File: src/rtl/fifo_wr_arbiter_pkg.sv
// Shared definitions for the FIFO write-side arbiter: state encoding and width helper.
// Kept in a package so a future read-side scheduler can reuse the same encodings.
package fifo_wr_arbiter_pkg;

    typedef enum logic {
        ST_IDLE  = 1'b0,
        ST_BURST = 1'b1
    } arb_state_t;

    // Minimum of one bit so degenerate widths never collapse to zero.
    function automatic int clog2(input int value);
        int result;
        int v;
        result = 0;
        v = value - 1;
        while (v > 0) begin
            result++;
            v = v >> 1;
        end
        return (result < 1) ? 1 : result;
    endfunction

endpackage

File: src/rtl/fifo_wr_arbiter_rr_pick.sv
// Combinational round-robin picker: first set req bit searching ptr, ptr+1, ... mod N_REQ.
// Index wrap uses an explicit compare so non-power-of-two N_REQ works.
module rr_pick
    import fifo_wr_arbiter_pkg::*;
#(
    parameter int N_REQ = 4
) (
    input  logic [N_REQ-1:0]        req,
    input  logic [clog2(N_REQ)-1:0] ptr,
    output logic [clog2(N_REQ)-1:0] idx,
    output logic                    found
);

    localparam int PW = clog2(N_REQ);

    logic [PW:0]   cand_sum [N_REQ];
    logic [PW-1:0] cand     [N_REQ];
    logic [N_REQ-1:0] hit;

    generate
        for (genvar gi = 0; gi < N_REQ; gi++) begin : g_cand
            assign cand_sum[gi] = {1'b0, ptr} + (PW+1)'(gi);
            assign cand[gi] = (cand_sum[gi] >= (PW+1)'(N_REQ))
                            ? PW'(cand_sum[gi] - (PW+1)'(N_REQ))
                            : cand_sum[gi][PW-1:0];
            assign hit[gi] = req[cand[gi]];
        end
    endgenerate

    // Walk from the farthest candidate back so the nearest hit wins.
    always_comb begin
        found = 1'b0;
        idx   = '0;
        for (int k = N_REQ - 1; k >= 0; k--) begin
            if (hit[k]) begin
                found = 1'b1;
                idx   = cand[k];
            end
        end
    end

endmodule

File: src/rtl/fifo_wr_arbiter.sv
// Round-robin burst arbiter sharing the fifo_syn write port between N_REQ producers.
// One arbitration cycle in IDLE, then up to MAX_BURST zero-latency beats from the owner.
module fifo_wr_arbiter
    import fifo_wr_arbiter_pkg::*;
#(
    parameter int N_REQ     = 4,
    parameter int DATA_W    = 8,
    parameter int MAX_BURST = 4
) (
    input  logic                      clk,
    input  logic                      rst,
    input  logic [N_REQ-1:0]          req,
    input  logic [N_REQ*DATA_W-1:0]   req_data,
    output logic [N_REQ-1:0]          gnt,
    input  logic                      fifo_full,
    input  logic                      fifo_threshold,
    output logic                      fifo_wen,
    output logic [DATA_W-1:0]         fifo_data,
    output logic [clog2(N_REQ)-1:0]   owner,
    output logic                      busy
);

    localparam int OW = clog2(N_REQ);
    localparam int CW = clog2(MAX_BURST + 1);

    arb_state_t    state_reg, state_next;
    logic [OW-1:0] owner_reg, owner_next;
    logic [OW-1:0] rr_ptr_reg, rr_ptr_next;
    logic [CW-1:0] burst_cnt_reg, burst_cnt_next;

    logic [OW-1:0]     pick_idx;
    logic              pick_found;
    logic [OW-1:0]     owner_succ;
    logic [DATA_W-1:0] slice [N_REQ];
    logic              owner_gnt;
    logic              accept;

    rr_pick #(.N_REQ(N_REQ)) u_rr_pick (
        .req   (req),
        .ptr   (rr_ptr_reg),
        .idx   (pick_idx),
        .found (pick_found)
    );

    generate
        for (genvar gi = 0; gi < N_REQ; gi++) begin : g_slice
            assign slice[gi] = req_data[gi*DATA_W +: DATA_W];
        end
    endgenerate

    assign owner_succ = (owner_reg == OW'(N_REQ - 1)) ? '0 : owner_reg + 1'b1;

    always_comb begin
        state_next     = state_reg;
        owner_next     = owner_reg;
        rr_ptr_next    = rr_ptr_reg;
        burst_cnt_next = burst_cnt_reg;
        gnt            = '0;
        fifo_wen       = 1'b0;
        fifo_data      = '0;
        owner_gnt      = 1'b0;
        accept         = 1'b0;
        case (state_reg)
            ST_IDLE: begin
                if (pick_found) begin
                    state_next     = ST_BURST;
                    owner_next     = pick_idx;
                    burst_cnt_next = '0;
                end
            end
            ST_BURST: begin
                // Reset gating keeps a mid-burst reset from writing a partial beat.
                owner_gnt       = ~fifo_full & ~rst;
                gnt[owner_reg]  = owner_gnt;
                accept          = req[owner_reg] & owner_gnt;
                fifo_wen        = accept;
                fifo_data       = accept ? slice[owner_reg] : '0;
                if (!req[owner_reg]) begin
                    state_next  = ST_IDLE;
                    rr_ptr_next = owner_succ;
                end else if (accept) begin
                    if (burst_cnt_reg == CW'(MAX_BURST - 1) || fifo_threshold) begin
                        state_next  = ST_IDLE;
                        rr_ptr_next = owner_succ;
                    end else begin
                        burst_cnt_next = burst_cnt_reg + 1'b1;
                    end
                end
            end
            default: state_next = ST_IDLE;
        endcase
    end

    always_ff @(posedge clk) begin
        if (rst) begin
            state_reg     <= ST_IDLE;
            owner_reg     <= '0;
            rr_ptr_reg    <= '0;
            burst_cnt_reg <= '0;
        end else begin
            state_reg     <= state_next;
            owner_reg     <= owner_next;
            rr_ptr_reg    <= rr_ptr_next;
            burst_cnt_reg <= burst_cnt_next;
        end
    end

    assign owner = owner_reg;
    assign busy  = (state_reg == ST_BURST);

endmodule
File: config.mk
export PLATFORM = sky130hd
export DESIGN_NAME = fifo_wr_arbiter
export DESIGN_NICKNAME = d
export VERILOG_FILES = /design/src/rtl/fifo_wr_arbiter_pkg.sv /design/src/rtl/fifo_wr_arbiter_rr_pick.sv /design/src/rtl/fifo_wr_arbiter.sv
export SDC_FILE = /design/constraint.sdc
export NUM_CORES = 1
export LEC_CHECK = 0
export CAP_MARGIN = 20
export CORE_UTILIZATION = 37
export DETAILED_ROUTE_END_ITERATION = 8
export HOLD_SLACK_MARGIN = 0.02
export PLACE_DENSITY = 0.88
export SYNTH_ARGS = -nofsm -noshare
export SYNTH_HDL_FRONTEND = slang
export SYNTH_HIERARCHICAL = 1
export SYNTH_SLANG_ARGS = --single-unit
File: constraint.sdc
create_clock -name clk -period 2.65 [get_ports clk]
set_input_delay 0.53 -clock clk [delete_from_list [all_inputs] [get_ports clk]]
set_output_delay 0.53 -clock clk [all_outputs]
set_load 0.005 [all_outputs]
==> flow_metrics.env <==
export IMPL_status="finished clean"
export IMPL_cts_tree="done"
export IMPL_min_period_ns=2.588
export IMPL_grtUsageMet2_pct=51.17
export IMPL_ys_ff_latch=8
export IMPL_antenna_diode_count=0
export IMPL_drive_above_1_share_pct=20.27
export IMPL_drcViolationCount=0
export IMPL_post_cts_setup_buffers=0
export IMPL_finalPower_mw=0.4555
export IMPL_fp_dieH_um=48.60
export IMPL_slew_viol_final=0
export IMPL_skew_ns=0.006648
export IMPL_setup_tns_final_ns=0
export IMPL_cap_violations=0
export IMPL_max_slew_margin_rel_pct=73.79
export IMPL_max_freq_mhz=386.4
export IMPL_yosysWarnings=6
export IMPL_port_buffers=55
export IMPL_clock_sinks=8
export IMPL_crit_fanout=1
export IMPL_largest_reg_flops=3
export IMPL_fin_ws_ns=0.06188
export IMPL_grt_ovfl_total=0
export IMPL_dpl_instance_area_um2=1441
export IMPL_power_density_nw_per_um2=302.6
export IMPL_startpoint_type="input pin"
export IMPL_ctsHoldBuffers=0
export IMPL_ant_nets=0
export IMPL_vias_per_cell=5.606
export IMPL_ys_top_cells_by_area="mux4_2, dfxtp_1, ha_1"
export IMPL_grt_max_degree=10
export IMPL_dieWidth_um=48.60
export IMPL_cts_htree_levels=1
export IMPL_setup_viol=0
export IMPL_arrival_ns=2.06
export IMPL_crit_path_end_kind="output pin"
export IMPL_fin_crit_sh_pct=97.66
export IMPL_vdd_drop_max_v=0.0002602
export IMPL_finalHoldViolCount=0
export IMPL_netlist_cell_type_count=24
export IMPL_async_flop_share_pct=0
export IMPL_final_cells=175
export IMPL_grtUsageMet1_pct=28.82
export IMPL_antenna_found_initial=0
export IMPL_synth_top_area_share_pct=25.23
export IMPL_grt_pass1_wl_mm=4.892
export IMPL_syn_area_um2=803.3
export IMPL_cts_max_path_buffers=2
export IMPL_leakagePower_nw=0.6478
export IMPL_synth_common_cells="mux4_2, nor2_1, and3_1, dfxtp_1"
export IMPL_synth_top_area_cell="mux4_2"
export IMPL_nFillCells=138
export IMPL_finalWirelength_mm=2.982
export IMPL_core_area_um2=2002
export IMPL_post_route_cell_area_um2=1505
export IMPL_cts_buffers=3
export IMPL_areaGrowthSynthToFinish_pct=87.38
export IMPL_dr_pass1_iters=4
export IMPL_std_cell_rows=16
export IMPL_nNetsFinal=196
export IMPL_busiest_layer="met2"
export IMPL_dieArea_um2=2361
export IMPL_rsz0062_at_grt="false"
export IMPL_start_util_pct=40.12
export IMPL_synth_edf_count=0
export IMPL_final_core_util_pct=75.19
export IMPL_syn_inst=83
export IMPL_ioPinCount=56
export IMPL_placed_cells=170
export IMPL_syn_area_per_cell_um2=9.678
export IMPL_cp_required_ns=2.12
export IMPL_clk_latency_ns=0.26
export IMPL_ys_seq_area_share_pct=19.94
export IMPL_vias=981
export IMPL_hp_class="flip-flop to flip-flop"
export IMPL_cts_root_buffer="clkbuf_4"
export IMPL_gp_congestion=0.7542
export IMPL_worstMarginPinSlew_ns=0.3926
export IMPL_use_met3_pct=8.176
export IMPL_syn_nets=129
export IMPL_dp_worst_setup_slack_ns=-0.09621
export IMPL_grt_pass1_vias=1015
export IMPL_post_drt_wl_per_cell_um=17.04
export IMPL_first_iter_violations=23
export IMPL_ys_flop_type="dfxtp_1"
export IMPL_grt_use_total_pct=27.67
export IMPL_worstSetupPathType="input pin to output pin"
export IMPL_dp_hpwl_mm=2.212
export IMPL_clkTransAtPathRegs_ns=0.05
export IMPL_finalHoldWorstSlack_ns=0.4790
[final timing paths]
path / endpoint / depth (start not counted) / slack, ns / from
max: fifo_data[5] / 4 / 0.06 / req_data[5]
min: burst_cnt_reg[0] / 1 / 0.48 / burst_cnt_reg[0]
max reg2reg: rr_ptr_reg[0] / 4 / 0.90 / owner[1]
min reg2reg: burst_cnt_reg[0] / 1 / 0.48 / burst_cnt_reg[0]
[power by group]
part	internal [mW]	leakage [nW]	switching (mW)
logic	0.137	0.568	0.0777
registers	0.129	0.0657	0.0148
clock network	0.0520	0.0138	0.0442
[critical path: stages]
cell and delay [ns]:
clkdlybuf4s50_1 0.43, mux4_2 0.47, and3_1 0.19, clkdlybuf4s50_1 0.43
[cells in the final DEF (no fill, tap or decap), drive strengths merged, types with 3 or more instances in the layout]
cell type | netlist | layout
and3 | 8 | 8
nand2b | 3 | 3
nand2 | 4 | 4
inv | 6 | 6
and2 | 4 | 4
nor2 | 9 | 9
dfxtp | 8 | 8
clkdlybuf4s50 | 0 | 49
mux2i | 5 | 5
buf | 2 | 11
clkbuf | 3 | 3
mux4 | 9 | 10
ha | 6 | 6
dlygate4sd2 | 0 | 4
nand3 | 3 | 3
[metal layers]
| metal | up-vias | part of all wire [%] |
|---|---|---|
| met4 | 0 | 3.1 |
| met1 | 451 | 37 |
| met3 | 12 | 9.5 |
| met5 | - | 0 |
| li1 | 448 | - |
| met2 | 70 | 50 |
[what timing repair did]
item,in CTS,in global routing
pin swaps,1,1
endpoints found under the setup margin,10,13
cloned,2,0
gates resized for setup,9,3
[logic make-up after synthesis]
| group | count (synthesis) | synth area share [%] |
|---|---|---|
| adder cells (fa/ha/maj) | 6 | 9.346 |
| AO/OA/AOI/OAI | 9 | 10.12 |
| AND/OR/NAND/NOR | 35 | 23.67 |
| flip-flops | 8 | 19.94 |
| multiplexers | 14 | 31.46 |
| buffers and inverters | 11 | 5.451 |
[area by class of cell]
cell class | count | area [um^2] | share of cell area, %
multi-input combinational | 65 | 631.9 | 41.98
timing repair buffer | 66 | 633.1 | 42.06
tap | 27 | 33.78 | 2.244
clock buffer | 3 | 22.52 | 1.496
inverter | 6 | 22.52 | 1.496
sequential | 8 | 161.4 | 10.72
No activity file was read; power rests on OpenSTA's default activity.
